<file path="src/rtl/bcd_countdown_pkg.sv">
// bcd_countdown_pkg: shared BCD widths, digit limit and FSM state encoding
package bcd_countdown_pkg;
    localparam int BCD_W = 4;
    localparam logic [BCD_W-1:0] BCD_MAX = 4'd9;
    typedef enum logic [1:0] {ST_IDLE, ST_RUN, ST_HOLD} state_t;
endpackage

</file>
<file path="src/rtl/bcd_countdown_if.sv">
// bcd_countdown_if: control strobes in, BCD count and status flags out
interface bcd_countdown_if #(parameter int DIGITS = 2);
    logic                  load;
    logic [4*DIGITS-1:0]   load_val;
    logic                  start;
    logic                  pause;
    logic [4*DIGITS-1:0]   cnt;
    logic                  running;
    logic                  done;
    logic                  load_err;
    modport master (output load, load_val, start, pause, input cnt, running, done, load_err);
    modport slave  (input load, load_val, start, pause, output cnt, running, done, load_err);
endinterface

</file>
<file path="src/rtl/bcd_countdown_digit.sv">
// bcd_countdown_digit: one BCD digit that counts down and borrows from the next digit on 0 -> 9
module bcd_countdown_digit
    import bcd_countdown_pkg::*;
(
    input  logic             clk,
    input  logic             rst,
    input  logic             ld,
    input  logic [BCD_W-1:0] ld_val,
    input  logic             dec,
    input  logic             borrow_in,
    output logic [BCD_W-1:0] q,
    output logic             borrow_out,
    output logic             is_zero
);
    assign is_zero    = (q == '0);
    assign borrow_out = dec & borrow_in & is_zero;
    // Preset clamps illegal digits to 0; a decrement at 0 wraps to 9 and borrows onward
    always_ff @(posedge clk or negedge rst)
        if (!rst)
            q <= '0;
        else if (ld)
            q <= (ld_val > BCD_MAX) ? '0 : ld_val;
        else if (dec & borrow_in)
            q <= is_zero ? BCD_MAX : q - 1'b1;
endmodule

</file>
<file path="src/rtl/bcd_countdown.sv">
// bcd_countdown: multi-digit BCD down-counter with prescaler, pause/resume and done pulse
module bcd_countdown
    import bcd_countdown_pkg::*;
#(
    parameter int DIGITS   = 2,
    parameter int TICK_DIV = 1
)(
    input  logic clk,
    input  logic rst,
    bcd_countdown_if.slave bus
);
    localparam int PW = (TICK_DIV > 1) ? $clog2(TICK_DIV) : 1;
    state_t              state;
    logic [PW-1:0]       pre;
    logic [DIGITS:0]     borrow;
    logic [DIGITS-1:0]   zero;
    logic [DIGITS-1:0]   bad;
    logic [4*DIGITS-1:0] cnt;
    logic                tick;
    logic                last;
    logic                running;
    logic                done;
    logic                load_err;
    assign tick      = (state == ST_RUN) && !bus.load && !bus.pause && (pre == PW'(TICK_DIV - 1));
    assign last      = tick && (cnt == (4*DIGITS)'(1));
    assign borrow[0] = tick;
    assign bus.cnt      = cnt;
    assign bus.running  = running;
    assign bus.done     = done;
    assign bus.load_err = load_err;
    genvar i;
    generate
        for (i = 0; i < DIGITS; i++) begin : g_dig
            assign bad[i] = bus.load_val[4*i +: 4] > BCD_MAX;
            bcd_countdown_digit u_dig (
                .clk        (clk),
                .rst        (rst),
                .ld         (bus.load),
                .ld_val     (bus.load_val[4*i +: 4]),
                .dec        (tick),
                .borrow_in  (borrow[i]),
                .q          (cnt[4*i +: 4]),
                .borrow_out (borrow[i+1]),
                .is_zero    (zero[i])
            );
        end
    endgenerate
    // Control FSM with prescaler; running/done/load_err are registered alongside the state
    always_ff @(posedge clk or negedge rst)
        if (!rst) begin
            state    <= ST_IDLE;
            pre      <= '0;
            running  <= 1'b0;
            done     <= 1'b0;
            load_err <= 1'b0;
        end else begin
            done     <= 1'b0;
            load_err <= 1'b0;
            if (bus.load) begin
                state    <= ST_IDLE;
                running  <= 1'b0;
                pre      <= '0;
                load_err <= |bad;
            end else begin
                case (state)
                    ST_IDLE:
                        if (bus.start && !bus.pause && !(&zero)) begin
                            state   <= ST_RUN;
                            running <= 1'b1;
                        end
                    ST_RUN:
                        if (bus.pause) begin
                            state   <= ST_HOLD;
                            running <= 1'b0;
                        end else if (tick) begin
                            pre <= '0;
                            // a borrow out of the top digit would be an underflow; stop there too
                            if (last || borrow[DIGITS]) begin
                                state   <= ST_IDLE;
                                running <= 1'b0;
                                done    <= 1'b1;
                            end
                        end else
                            pre <= pre + 1'b1;
                    ST_HOLD:
                        if (bus.start && !bus.pause) begin
                            state   <= ST_RUN;
                            running <= 1'b1;
                        end
                    default: begin
                        state   <= ST_IDLE;
                        running <= 1'b0;
                    end
                endcase
            end
        end
endmodule

</file>
<file path="src/flat_wrapper.sv">
// flat-port wrapper written by rule: the top's interface ports become plain ports
module bcd_countdown_flat import bcd_countdown_pkg::*;
#(
    parameter int DIGITS   = 2,
    parameter int TICK_DIV = 1
)
  (clk, rst, bus_load, bus_load_val, bus_start, bus_pause, bus_cnt, bus_running, bus_done, bus_load_err);
  bcd_countdown_if #(.DIGITS(DIGITS)) bus_i ();
  input  logic clk;
  input  logic rst;
  input wire logic [$bits(bus_i.load)-1:0] bus_load;
  input wire logic [$bits(bus_i.load_val)-1:0] bus_load_val;
  input wire logic [$bits(bus_i.start)-1:0] bus_start;
  input wire logic [$bits(bus_i.pause)-1:0] bus_pause;
  output wire logic [$bits(bus_i.cnt)-1:0] bus_cnt;
  output wire logic [$bits(bus_i.running)-1:0] bus_running;
  output wire logic [$bits(bus_i.done)-1:0] bus_done;
  output wire logic [$bits(bus_i.load_err)-1:0] bus_load_err;
  assign bus_i.load = bus_load;
  assign bus_i.load_val = bus_load_val;
  assign bus_i.start = bus_start;
  assign bus_i.pause = bus_pause;
  assign bus_cnt = bus_i.cnt;
  assign bus_running = bus_i.running;
  assign bus_done = bus_i.done;
  assign bus_load_err = bus_i.load_err;
  bcd_countdown #(.DIGITS(DIGITS), .TICK_DIV(TICK_DIV)) u_core (.clk(clk), .rst(rst), .bus(bus_i));
endmodule
</file>
<file path="config.mk">
export PLATFORM = sky130hd
export DESIGN_NAME = bcd_countdown_flat
export DESIGN_NICKNAME = d
export VERILOG_FILES = /design/src/rtl/bcd_countdown_pkg.sv /design/src/rtl/bcd_countdown_if.sv /design/src/rtl/bcd_countdown_digit.sv /design/src/rtl/bcd_countdown.sv /design/src/flat_wrapper.sv
export SDC_FILE = /design/constraint.sdc
export NUM_CORES = 1
export LEC_CHECK = 0
export CORE_MARGIN = 1.5
export CORE_UTILIZATION = 45
export CTS_BUF_LIST = sky130_fd_sc_hd__clkbuf_2 sky130_fd_sc_hd__clkbuf_4 sky130_fd_sc_hd__clkbuf_8
export DETAILED_ROUTE_END_ITERATION = 16
export PLACE_DENSITY = 0.86
export SYNTH_ARGS = -nofsm -noshare
export SYNTH_HDL_FRONTEND = slang
export SYNTH_SLANG_ARGS = --single-unit
</file>
<file path="constraint.sdc">
create_clock -name clk -period 3.7 [get_ports clk]
set_clock_uncertainty 0.1 [all_clocks]
set_input_delay 0.37 -clock clk [delete_from_list [all_inputs] [get_ports clk]]
set_output_delay 0.37 -clock clk [all_outputs]
set_load 0.01 [all_outputs]
</file>
**Yosys cells after proc, flatten, opt, wreduce, memory -nomap -nowiden**

Cells that the tools add are included.

- Bits in registers: 14
- Input port bits: 13

- Add/sub/neg operators: 3
- $lt $le $gt $ge: 2
- Equal/unequal tests: 8
- Multiplexer cells: 32
- Bitwise gates (word level): 4
- Reduce and logical (&&, ||, !) cells: 20

Operator list:

| kind | count |
|---|---|
| 2-to-1 mux 4 bit | 8 |
| 2-to-1 mux 1 bit | 16 |
| 2-to-1 mux 2 bit | 6 |
| equality test 8 x 1 -> 1 bit, second input constant | 1 |
| greater-than comparator 4 bit, second input constant | 2 |
| zero test 4 bit | 2 |
| != test 4 bit, second input constant | 2 |
| subtractor 4 x 1 -> 4 bit, second input constant | 2 |
| logical AND 1 bit | 6 |
| != test 3 x 2 -> 1 bit, second input constant | 2 |
| one-hot mux 2 bit (3 select lines) | 1 |
| nonzero test 2 bit | 3 |
| AND reduction 2 bit | 2 |
| AND reduction 4 bit | 1 |
| bitwise AND 1 bit | 3 |
| zero test 1 bit | 3 |
| one-hot mux 1 bit (3 select lines) | 1 |
| equality test 2 x 1 -> 1 bit, second input constant | 1 |
| equality test 2 bit, second input constant | 1 |
| zero test 2 bit | 1 |
| != test 2 bit, second input constant | 1 |
| OR reduction 2 bit | 1 |
| adder 1 bit, second input constant | 1 |
| logical OR 1 bit | 1 |
| NOT 1 bit | 1 |

**Depth between registers and ports, before layout**

- Depth in word-level cells: 13
- Depth in mapped cells: 4
- Gate-level depth less buffers: 4

**Cells and area by module**

A second synthesis with hierarchy kept.

- Cell total of the unflattened synthesis: 79
- Area total of the unflattened synthesis: 758.2 µm²

By module, submodules not included:

| module | times used | cells an instance | area each (µm²) | seq. area each (µm²) |
|---|---|---|---|---|
| bcd_countdown_digit | 2 | 26 | 242.7 | 100.1 |
| bcd_countdown | 1 | 27 | 272.8 | 125.1 |

**Worst setup path after synthesis**

OpenSTA, ideal clock, no wires.

- Path type: reg-to-reg
- From: register u_core.state[1]
- To: register u_core.g_dig[1].u_dig.q[2]
- Arrival time: 1.578 ns
- Data required time: 3.467 ns
- Path slack: 1.889 ns
- Cell stages (with the launch flop): 5
- Buffers on the path: 0
- Path through: dfrtp_1 or4b_4 or4_4 o21ai_0 o21ai_1

- Cells in the longest elaborated chain, start to end: 7

Ends and longest elaborated chain:

| item | line | source |
|---|---|---|
| start: declaration | bcd_countdown.sv:13 | `state_t state;` |
| start signal: assignment | bcd_countdown.sv:51 | `state <= ST_IDLE;` |
| start signal: assignment | bcd_countdown.sv:60 | `state <= ST_IDLE;` |
| start signal: assignment | bcd_countdown.sv:68 | `state <= ST_RUN;` |
| equality test 2 x 1 -> 1 bit (*) | bcd_countdown.sv:24 | `assign tick = (state == ST_RUN) && !bus.load && !bus.pause && (pre == PW'(TICK_DIV - 1));` |
| logical AND 1 bit (*) (3 in a row) | bcd_countdown.sv:24 |  |
| bitwise AND 1 bit | bcd_countdown_digit.sv:16 | `assign borrow_out = dec & borrow_in & is_zero;` |
| bitwise AND 1 bit (*) | bcd_countdown_digit.sv:23 | `else if (dec & borrow_in)` |
| nonzero test 2 bit (no source line) (*) | - |  |
| end signal: assignment | bcd_countdown_digit.sv:22 | `q <= (ld_val > BCD_MAX) ? '0 : ld_val;` |
| end signal: assignment | bcd_countdown_digit.sv:24 | `q <= is_zero ? BCD_MAX : q - 1'b1;` |
| end: declaration | bcd_countdown_digit.sv:11 | `output logic [BCD_W-1:0] q,` |

Every way passes the cells marked *; elsewhere a longest branch is shown, timed or not.
A chain may end at the register's enable or synchronous reset.

**Worst setup path in the final report**

- From: input bus_load
- To: register u_core.g_dig[1].u_dig.q[2]

- Cells in the longest elaborated chain, start to end: 7

Ends and longest elaborated chain:

| item | line | source |
|---|---|---|
| start: declaration | flat_wrapper.sv:11 | `input wire logic [$bits(bus_i.load)-1:0] bus_load;` |
| zero test 1 bit | bcd_countdown.sv:24 |  |
| logical AND 1 bit (3 in a row) | bcd_countdown.sv:24 |  |
| bitwise AND 1 bit | bcd_countdown_digit.sv:16 |  |
| bitwise AND 1 bit | bcd_countdown_digit.sv:23 |  |
| nonzero test 2 bit (no source line) | - |  |

Several ways; a longest one is shown, not always the timed one.

==> flow_summary_export.csv <==
group,metric,value,unit
outcome,status,"complete, no violations",
logic_synthesis,ys.flop_type,"dfrtp_1",
route,wl_per_cell,13.5,um
power,p_comb_share,26.8,%
placement,routabilityCongestion,0.783,
logic_synthesis,synth_most_common_cell,"dfrtp_1",
logic_synthesis,synth_top_area_cell,"dfrtp_1",
setup_path,slowest_delay,0.58,ns
sta,setup_tns,0,ns
setup_path,slowest_stage,"or4b_4",
sta,max-slew-margin-rel,62.4,%
power,clock_power_share,26.2,%
setup_path,worstSetupPathType,"primary input to flip-flop",
sta,report.final.slew_viol_count,0,
power,p_per_area,371,mW/mm^2
clocking,clock_latency,0.28,ns
sta,setup_viol,0,
logic_synthesis,synth-seq-cells,13,
route,first_iter_violations,4,
sta,period_share,60.0,%
clocking,htree_levels,1,
die,dieArea,0.00185,mm^2
global_route,antenna_found_initial,0,
clocking,cts_buffers,3,
logic_synthesis,async_flop_share,100,%
clocking,cts_resized,0,
route,post-route-drc-count,0,
sta,hold_viol,0,
logic_synthesis,synth_cells,77,
setup_path,cp-start-kind,"primary input",
layout,final.fill_count,124,
logic_synthesis,avgSynthCellArea,9.36,um^2
logic_synthesis,ys_seq_area_share,45.1,%
global_route,grt_usage,19.6,%
sta,fin_crit,2.22,ns
setup_path,r2r_cells,4,
setup_path,cp_cell_sequence,"clkdlybuf4s50_1 > buf_4 > or4b_4 > or4_4 > o21ai_0 > o21ai_1",
global_route,grt_max_degree,23,
route,firstDrtPassIters,4,
setup_path,crit_fanout,22,
clocking,cts_sinks,13,
setup_path,cp.required,3.75,ns
logic_synthesis,syn-num-nets,90,
die,rows,14,
sta,layout_setup_ws,1.48,ns
global_route,grt_first_pass_wirelength,2700,um
clocking,cts-root-buf,"clkbuf_4",
logic_synthesis,synth_edf_count,0,
power,leakage,0.409,nW
layout,ff_latch_area,325,um^2
layout,fin_nets,117,
power,swShare,29.8,%
logic_synthesis,ys_top_cells_by_count,"dfrtp_1 (13), nor2_1 (7), o21ai_0 (7), nand2_1 (6), a21oi_1 (4)",
placement,post-place-ws,1.21,ns
route,ant_nets,0,
layout,drive_above_1_share,9.71,%
min_path,min_path_type,"primary input to async pin",
die,die_x,43.0,um
power,pwr-share-seq,47.0,%
setup_path,crit_start,"bus_load",
sta,max_freq,0.450,GHz
die,die_y,43.0,um
die,ioPinCount,24,
clocking,post_cts_buffers,0,
layout,syn2layout_area_growth,38.9,%
layout,multi_input_area,380,um^2
route,routed_via_density,5.76,
placement,port_buffers,23,
clocking,ctsLongestPathBuffers,2,
logic_synthesis,syn_area,721,um^2
logic_synthesis,ys_top_cells_by_area,"dfrtp_1 (45%), o21ai_0 (4.9%), mux2i_1 (4.2%), nor2_1 (3.6%), mux2_2 (3.1%)",
clocking,clkTransAtPathRegs,0.08,ns
power,p_sw,111,uW
logic_synthesis,synth_cell_types,31,
die,start_util,47.8,%
power,p_int,261,uW
flow_run,cap_violations,0,
route,finalWirelength,1610,um
sta,rsz0062_at_grt,"no",
placement,dp_hpwl,1200,um
global_route,grt.overflow.total,0,
setup_path,r2r_slack,1.78,ns
setup_path,arrival,2.27,ns
layout,antenna_cells,0,
clocking,cts_tree,"done",
logic_synthesis,yosysTopAreaCellShare,45.1,%
setup_path,timing.rr.start,"u_core.state[1]",
die,core_area,0.00151,mm^2
power,irDropWorstVdd,0.172,mV
route,vias,686,
sta,tightest_slew,0.563,ns
clocking,cts_hold_buffers,0,
logic_synthesis,synth_warnings,0,
setup_path,cp-end-kind,"flip-flop",
setup_path,r2r-end,"u_core.g_dig[1].u_dig.q[2]",
global_route,grt_pass1_vias,638,
## logic make-up after synthesis
group	Yosys count	share of synthesized area, %
AO/OA/AOI/OAI	20	16.7
XOR/XNOR	2	2.43
buffers and inverters	4	2.08
flip-flops	13	45.1
multiplexers	5	7.29
AND/OR/NAND/NOR	33	26.4
## cell type report
| class | instances | share of cell area (%) |
|---|---|---|
| multi-input combinational | 60 | 38.0 |
| sequential | 13 | 32.5 |
| timing repair buffer | 24 | 23.8 |
| clock buffer | 4 | 3.00 |
| tap | 16 | 2.00 |
| inverter | 2 | 0.750 |
## power by group through the flow
stage	Clock (mW)	Combinational [mW]	Sequential, mW
2_1_floorplan	0	0.0416	0.179
3_3_place_gp	0	0.0972	0.176
3_5_place_dp	0	0.0992	0.177
4_1_cts	0.0989	0.0993	0.174
5_1_grt	0.107	0.109	0.177
6_report	0.0974	0.0995	0.174
## worst max-delay path by stage
stage,cells past startpoint,endpoint,slack (ns)
final,6,u_core.g_dig[1].u_dig.q[2],1.48
after global routing,6,u_core.g_dig[0].u_dig.q[3],1.43
after CTS,6,u_core.g_dig[1].u_dig.q[2],1.49
after detailed placement,6,u_core.g_dig[1].u_dig.q[2],1.21
after global placement,6,u_core.g_dig[1].u_dig.q[2],1.24
after floorplan,4,u_core.g_dig[1].u_dig.q[2],1.89
## flip-flops by register name (all words and copies together) (netlist names)
register / count
u_core.g_dig.u_dig.q: 8
u_core.bus.done: 1
u_core.bus.load_err: 1
u_core.bus.running: 1
u_core.pre: 1
u_core.state: 1
## layout by cell type (no fill, tap or decap), types with 3 or more instances in the layout
master,n
o21ai_0,7
nor3_1,3
a21oi_1,4
dfrtp_1,13
mux2i_1,3
clkdlybuf4s50_1,23
nor2_1,7
nand2_1,6
clkbuf_4,4
## worst max-delay path: cells and delay by family
| kind | cells | cell delay (ns) |
|---|---|---|
| AO/OA/AOI/OAI | 2 | 0.26 |
| AND/OR/NAND/NOR | 2 | 1.03 |
| buffers and inverters | 2 | 0.62 |
## stage by stage
| stage | cells | util [%] | instance area (um^2) | power [mW] | hold WS (ns) |
|---|---|---|---|---|---|
| after floorplan | 77 | - | 721 | 0.221 | -0.0256 |
| after global placement | 115 | 64.5 | 971 | 0.273 | 0.451 |
| after detailed placement | 115 | 64.5 | 971 | 0.276 | 0.463 |
| after CTS | 119 | 66.4 | 1000 | 0.372 | 0.355 |
| after global routing | 119 | 66.4 | 1000 | 0.394 | 0.370 |
| final | 119 | 66.4 | 1000 | 0.371 | 0.348 |
## per-layer routing
metal / vias up / part of all wire [%] / GRT usage, %
met5: - / 0 / 0
met2: 26 / 47 / 29.7
met4: 0 / 1.7 / 10.9
met1: 320 / 46 / 25.7
li1: 338 / - / -
met3: 2 / 4.6 / 4.26
No activity file was read; power rests on OpenSTA's default activity.
